File: config.mk
export PLATFORM = sky130hd
export DESIGN_NAME = fast_n_corner_core
export DESIGN_NICKNAME = d
export VERILOG_FILES = /design/src/rtl/fast_n_corner_core.sv
export SDC_FILE = /design/constraint.sdc
export NUM_CORES = 1
export LEC_CHECK = 0
export CAP_MARGIN = 20
export CORE_MARGIN = 8
export CORE_UTILIZATION = 45
export DETAILED_ROUTE_END_ITERATION = 12
export DONT_BUFFER_PORTS = 1
export SLEW_MARGIN = 20
export SYNTH_ARGS = -nofsm -noshare
export SYNTH_HDL_FRONTEND = slang
export SYNTH_SLANG_ARGS = --single-unit
File: constraint.sdc
create_clock -name clock -period 6.15 [get_ports clock]
set_clock_uncertainty 0.1 [all_clocks]
set_input_delay 0.3075 -clock clock [delete_from_list [all_inputs] [get_ports clock]]
set_output_delay 0.3075 -clock clock [all_outputs]
set_load 0.005 [all_outputs]
File: src/rtl/fast_n_corner_core.sv
// fast_n_corner_core: streaming FAST-N corner classifier and scorer.
// Three registered stages (classify -> arc detect -> score/output) share one
// global advance enable, so a stalled output freezes the whole pipe in place.
module fast_n_corner_core #(
  parameter int unsigned PIX_W   = 8,
  parameter int unsigned ADDR_W  = 15,
  parameter int unsigned ARC_LEN = 9,
  parameter int unsigned SCORE_W = 12
) (
  input  logic                clock,
  input  logic                reset,
  input  logic                inValid,
  output logic                inReady,
  input  logic [ADDR_W-1:0]   inAddr,
  input  logic [PIX_W-1:0]    refPixel,
  input  logic [16*PIX_W-1:0] adjPixel,
  input  logic [PIX_W-1:0]    thres,
  input  logic [1:0]          modeSel,
  output logic                outValid,
  input  logic                outReady,
  output logic [ADDR_W-1:0]   outAddr,
  output logic [PIX_W-1:0]    outPixel,
  output logic                isCorner,
  output logic [SCORE_W-1:0]  outScore,
  output logic [ADDR_W-1:0]   cornerCount
);

  typedef enum logic [1:0] {
    MODE_BOTH   = 2'b00,
    MODE_BRIGHT = 2'b01,
    MODE_DARK   = 2'b10,
    MODE_OFF    = 2'b11
  } mode_e;

  // Classification needs one guard bit so ref+thres cannot wrap.
  localparam int unsigned EXT_W = PIX_W + 1;
  // Sixteen terms of at most 2**PIX_W-1 each fit in PIX_W+4 bits.
  localparam int unsigned ACC_W = PIX_W + 4;
  localparam int unsigned SAT_W = (ACC_W > SCORE_W) ? ACC_W : SCORE_W;
  localparam logic [SAT_W-1:0] SCORE_MAX = SAT_W'({SCORE_W{1'b1}});

  // True when the circular 16-bit mask holds a run of at least ARC_LEN ones.
  function automatic logic has_arc(input logic [15:0] mask);
    logic found;
    logic run;
    found = 1'b0;
    for (int s = 0; s < 16; s++) begin
      run = 1'b1;
      for (int k = 0; k < int'(ARC_LEN); k++) begin
        run = run & mask[4'((s + k) % 16)];
      end
      found = found | run;
    end
    return found;
  endfunction

  logic advance;

  // Stage 1 registers
  logic                s1_valid_q;
  logic [ADDR_W-1:0]   s1_addr_q;
  logic [PIX_W-1:0]    s1_ref_q;
  logic [PIX_W-1:0]    s1_thres_q;
  mode_e               s1_mode_q;
  logic [16*PIX_W-1:0] s1_adj_q;
  logic [15:0]         s1_bright_q, s1_dark_q;
  logic [15:0]         s1_bright_d, s1_dark_d;

  // Stage 2 registers
  logic                s2_valid_q;
  logic [ADDR_W-1:0]   s2_addr_q;
  logic [PIX_W-1:0]    s2_ref_q;
  logic [PIX_W-1:0]    s2_thres_q;
  mode_e               s2_mode_q;
  logic [16*PIX_W-1:0] s2_adj_q;
  logic [15:0]         s2_bright_q, s2_dark_q;
  logic                s2_bright_arc_q, s2_dark_arc_q;
  logic                s2_bright_arc_d, s2_dark_arc_d;

  // Stage 3 (output) registers
  logic                out_valid_q;
  logic [ADDR_W-1:0]   out_addr_q;
  logic [PIX_W-1:0]    out_pixel_q;
  logic                out_corner_q;
  logic [SCORE_W-1:0]  out_score_q;
  logic                out_corner_d;
  logic [SCORE_W-1:0]  out_score_d;

  logic [ADDR_W-1:0]   count_q, count_d;

  // A held output blocks everything behind it; otherwise the pipe moves.
  assign advance = !out_valid_q || outReady;
  assign inReady = advance;

  // Per-pixel bright/dark classification at PIX_W+1 bits.
  always_comb begin
    // NOTE: every combinational output gets a default first so no path can infer a latch.
    s1_bright_d = '0;
    s1_dark_d   = '0;
    for (int i = 0; i < 16; i++) begin
      s1_bright_d[i] = {1'b0, adjPixel[i*PIX_W +: PIX_W]}
                       > ({1'b0, refPixel} + {1'b0, thres});
      s1_dark_d[i]   = ({1'b0, adjPixel[i*PIX_W +: PIX_W]} + {1'b0, thres})
                       < {1'b0, refPixel};
    end
  end

  // Stage 1 register: capture the beat and its classification masks.
  always_ff @(posedge clock or posedge reset) begin
    // NOTE: datapath registers are reset too, so every output reads 0 straight out of reset.
    if (reset) begin
      s1_valid_q  <= 1'b0;
      s1_addr_q   <= '0;
      s1_ref_q    <= '0;
      s1_thres_q  <= '0;
      s1_mode_q   <= MODE_BOTH;
      s1_adj_q    <= '0;
      s1_bright_q <= '0;
      s1_dark_q   <= '0;
    end else if (advance) begin
      // NOTE: non-blocking assignments so every stage samples the pre-edge values of the others.
      s1_valid_q  <= inValid;
      s1_addr_q   <= inAddr;
      s1_ref_q    <= refPixel;
      s1_thres_q  <= thres;
      s1_mode_q   <= mode_e'(modeSel);
      s1_adj_q    <= adjPixel;
      s1_bright_q <= s1_bright_d;
      s1_dark_q   <= s1_dark_d;
    end
  end

  // Circular arc search over the classification masks.
  always_comb begin
    s2_bright_arc_d = has_arc(s1_bright_q);
    s2_dark_arc_d   = has_arc(s1_dark_q);
  end

  // Stage 2 register: carry the beat forward with its arc flags.
  always_ff @(posedge clock or posedge reset) begin
    if (reset) begin
      s2_valid_q      <= 1'b0;
      s2_addr_q       <= '0;
      s2_ref_q        <= '0;
      s2_thres_q      <= '0;
      s2_mode_q       <= MODE_BOTH;
      s2_adj_q        <= '0;
      s2_bright_q     <= '0;
      s2_dark_q       <= '0;
      s2_bright_arc_q <= 1'b0;
      s2_dark_arc_q   <= 1'b0;
    end else if (advance) begin
      s2_valid_q      <= s1_valid_q;
      s2_addr_q       <= s1_addr_q;
      s2_ref_q        <= s1_ref_q;
      s2_thres_q      <= s1_thres_q;
      s2_mode_q       <= s1_mode_q;
      s2_adj_q        <= s1_adj_q;
      s2_bright_q     <= s1_bright_q;
      s2_dark_q       <= s1_dark_q;
      s2_bright_arc_q <= s2_bright_arc_d;
      s2_dark_arc_q   <= s2_dark_arc_d;
    end
  end

  // Mode gating and saturating score accumulation over the winning polarity.
  logic [ACC_W-1:0] acc;
  logic [EXT_W-1:0] term;
  logic [SAT_W-1:0] acc_ext;
  logic [PIX_W-1:0] adj_px;
  always_comb begin
    acc     = '0;
    term    = '0;
    adj_px  = '0;
    for (int i = 0; i < 16; i++) begin
      adj_px = s2_adj_q[i*PIX_W +: PIX_W];
      if (s2_bright_arc_q && s2_bright_q[i]) begin
        term = {1'b0, adj_px} - {1'b0, s2_ref_q} - {1'b0, s2_thres_q};
        acc  = acc + ACC_W'(term);
      end else if (s2_dark_arc_q && s2_dark_q[i]) begin
        term = {1'b0, s2_ref_q} - {1'b0, s2_thres_q} - {1'b0, adj_px};
        acc  = acc + ACC_W'(term);
      end
    end
    acc_ext = SAT_W'(acc);

    out_corner_d = (s2_bright_arc_q && s2_mode_q != MODE_DARK   && s2_mode_q != MODE_OFF)
                || (s2_dark_arc_q   && s2_mode_q != MODE_BRIGHT && s2_mode_q != MODE_OFF);
    out_score_d  = '0;
    if (out_corner_d) begin
      out_score_d = (acc_ext > SCORE_MAX) ? SCORE_MAX[SCORE_W-1:0] : acc_ext[SCORE_W-1:0];
    end
  end

  // Stage 3 register: result beat, held stable while downstream stalls.
  always_ff @(posedge clock or posedge reset) begin
    if (reset) begin
      out_valid_q  <= 1'b0;
      out_addr_q   <= '0;
      out_pixel_q  <= '0;
      out_corner_q <= 1'b0;
      out_score_q  <= '0;
    end else if (advance) begin
      out_valid_q  <= s2_valid_q;
      out_addr_q   <= s2_addr_q;
      out_pixel_q  <= s2_ref_q;
      out_corner_q <= out_corner_d;
      out_score_q  <= out_score_d;
    end
  end

  // Corner counter steps on each accepted corner result and sticks at all ones.
  always_comb begin
    count_d = count_q;
    if (out_valid_q && outReady && out_corner_q && (count_q != {ADDR_W{1'b1}})) begin
      count_d = count_q + 1'b1;
    end
  end

  // Corner counter register.
  always_ff @(posedge clock or posedge reset) begin
    if (reset) begin
      count_q <= '0;
    end else begin
      count_q <= count_d;
    end
  end

  assign outValid    = out_valid_q;
  assign outAddr     = out_addr_q;
  assign outPixel    = out_pixel_q;
  assign isCorner    = out_corner_q;
  assign outScore    = out_score_q;
  assign cornerCount = count_q;

endmodule

==> metrics.md <==
| Metric | Value |
|---|---|
| Max-Cap Viols | 0 |
| Final nets | 376 |
| Die height | 101 µm |
| Clk_lat worst skew | 0.33 ns |
| Final period util | 0.362 |
| Top cell type's share of synthesized area | 0.554 |
| Die Span X | 101 µm |
| Total GRT Usage | 0.111 |
| TritonCTS buffer count | 9 |
| Reg clk slew, reported paths | 0.07 ns |
| Max VDD drop | 0.204 mV |
| IO Pins | 218 |
| Row count | 31 |
| Vias in the first global route | 1583 |
| CTS H-tree depth | 3 |
| Synthesized cell area | 0.00325 mm² |
| Pre-CTS WS | 3.89 ns |
| Synth area leader | dfrtp_1 |
| Post-synth top cells | dfrtp_1 (72), mux2_4 (68), buf_4 (28) |
| Synth Register Bits | 72 |
| Fin. Hold Viols | 0 |
| Top cells by area, synth | dfrtp_1 (55%), mux2_4 (31%), buf_4 (6.5%) |
| # setup viols final | 0 |
| Number of synthesized flops with an enable pin | 0 |
| RSZ-0062 raised after global routing | false |
| DRC errors left | 0 |
| Die ar. | 0.0102 mm² |
| Maximum clock rate | 0.450 GHz |
| Status | finished, final reports clean |
| Post-Synthesis Cells | 183 |
| Vias per cell | 4.47 |
| Initial drt markers | 19 |
| Post-DR wirelength/cell | 16.4 µm |
| Hold crit path type | in2reg |
| Relative slew slack | 0.450 |
| Power Dens Cells | 427 mW/mm² |
| Arrival time worst endpoint | 2.34 ns |
| Static leakage | 1.79 nW |
| Fin util | 0.508 |
| Via count | 1408 |
| Post-synth top flop | dfrtp_1 |
| ANT nets after route | 0 |
| Clock root buffer | clkbuf_8 |
| Distinct cell type count after synthesis | 9 |
| CTS sink cnt | 72 |
| Total grt overflow | 0 |
| Crit. End Element | register |
| Largest net degree at the start of global routing | 49 |
| Global placement routability congestion | 0.725 |
| Hold WS | 0.0325 ns |
| Worst Setup Path Type | reg2reg |
| Clock Tree Buf Depth | 2 |
| Hpwl dp | 3.52 mm |
| Count of input and output buffers | 0 |
| Syn_area_per_cell | 17.8 µm² |
| Post-CTS setup repair buffer count | 0 |
| Post-route worst setup slack | 3.93 ns |
| Minimum clock period | 2.22 ns |
| Fin Setup TNS | 0 ns |
| Area delta synth->final | 11.5% |
| Starting Density | 0.456 |
| Syn. warnings | 0 |
| Crit path required time | 6.26 ns |
| Least-Margin Pin Slew | 0.825 ns |
| Asr flop ratio synth | 1.00 |
| CP max FO | 48 |
| Initial antenna violation count | 0 |
| Hold Path Cell Cnt | 1 |
| First-pass GRT wire length | 8.72 mm |
| CP Launch Type | register |
| Share of cells above drive strength 1 | 0.421 |
| Count leader, synth | dfrtp_1 |
| Ant. Diodes | 0 |
| CTS tree | built |
| Router iterations before antenna repair | 3 |
| Area of the core | 0.00714 mm² |
| Sequential fraction of the synthesis area | 0.554 |
| WL final | 5.18 mm |
| Worst reg2reg path depth | 3 |
| Final Slew Violations | 0 |
-- worst max-delay path: stages, from the launching register on --
cell,delay [ns]
dfrtp_1,0.43
nand2b_4,0.41
buf_4,0.75
mux2_2,0.41
-- layer usage --
metal / track usage / vias to the layer above / routed length (µm)
met2: 0.150 / 70 / 2180
met1: 0.146 / 705 / 2350
li1: - / 622 / -
met4: 0.0687 / 0 / 117
met3: 0.0414 / 11 / 536
met5: 0 / - / 0
-- placed cells by master, fill, tap and decap left out, drive strengths merged --
cell and n:
clkbuf 12, mux2 71, inv 1, dfrtp 72, buf 2, clkinv 1, nand2b 2, conb 28
bufinv 3, dlygate4sd3 24
-- what timing repair did --
item | CTS | global route
endpoints found under the hold margin | 51 | 5
hold buffers | 19 | 5
gates resized for setup | 0 | 0
-- registers in the layout, indices dropped and copies added, names as in the netlist --
name        flops
s2_addr_q      15
outAddr        15
s2_ref_q        8
outPixel        8
s2_valid_q      1
outValid        1
s1_ref_q        8
s1_valid_q      1
s1_addr_q      15
-- through the flow --
stage,power (mW),instance area [µm²],std cells
final,1.55,3630,315
after global routing,1.64,3630,315
after CTS,1.57,3580,310
after detailed placement,1.08,3120,275
after global placement,1.06,3120,275
after floorplan,1.06,3360,210
-- kinds of logic after synthesis --
logic type             count (synthesis)  synth area share
buffers and inverters                 37             0.115
DFF                                   72             0.554
muxes                                 71             0.324
other                                  1           0.00115
and+or+nand+nor                        2           0.00615
-- final cells by class --
class | instances | area (µm²)
repair buffers | 26 | 255
multi-input cells | 101 | 1180
clock buffers | 12 | 165
flip-flops and latches | 72 | 1800
fillers | 602 | 3510
clock inverters | 4 | 98.8
inverters | 1 | 3.75
well taps | 99 | 124
-- final timing paths --
check | slack, ns | end | from
min | 0.03 | s1_ref_q[4] | refPixel[4]
max in group asynchronous | 4.56 | s2_ref_q[7] | reset
max reg2reg | 3.93 | outAddr[0] | outValid
max | 3.93 | outAddr[0] | outValid
min reg2reg | 0.37 | outValid | s2_valid_q
min in group asynchronous | 0.43 | s2_addr_q[11] | reset
-- report_power, final --
part,switching (mW),internal (mW)
combinational,0.101,0.237
clock,0.168,0.304
sequential,0.115,0.626
total,0.384,1.17
No activity file was read; power rests on OpenSTA's default activity.
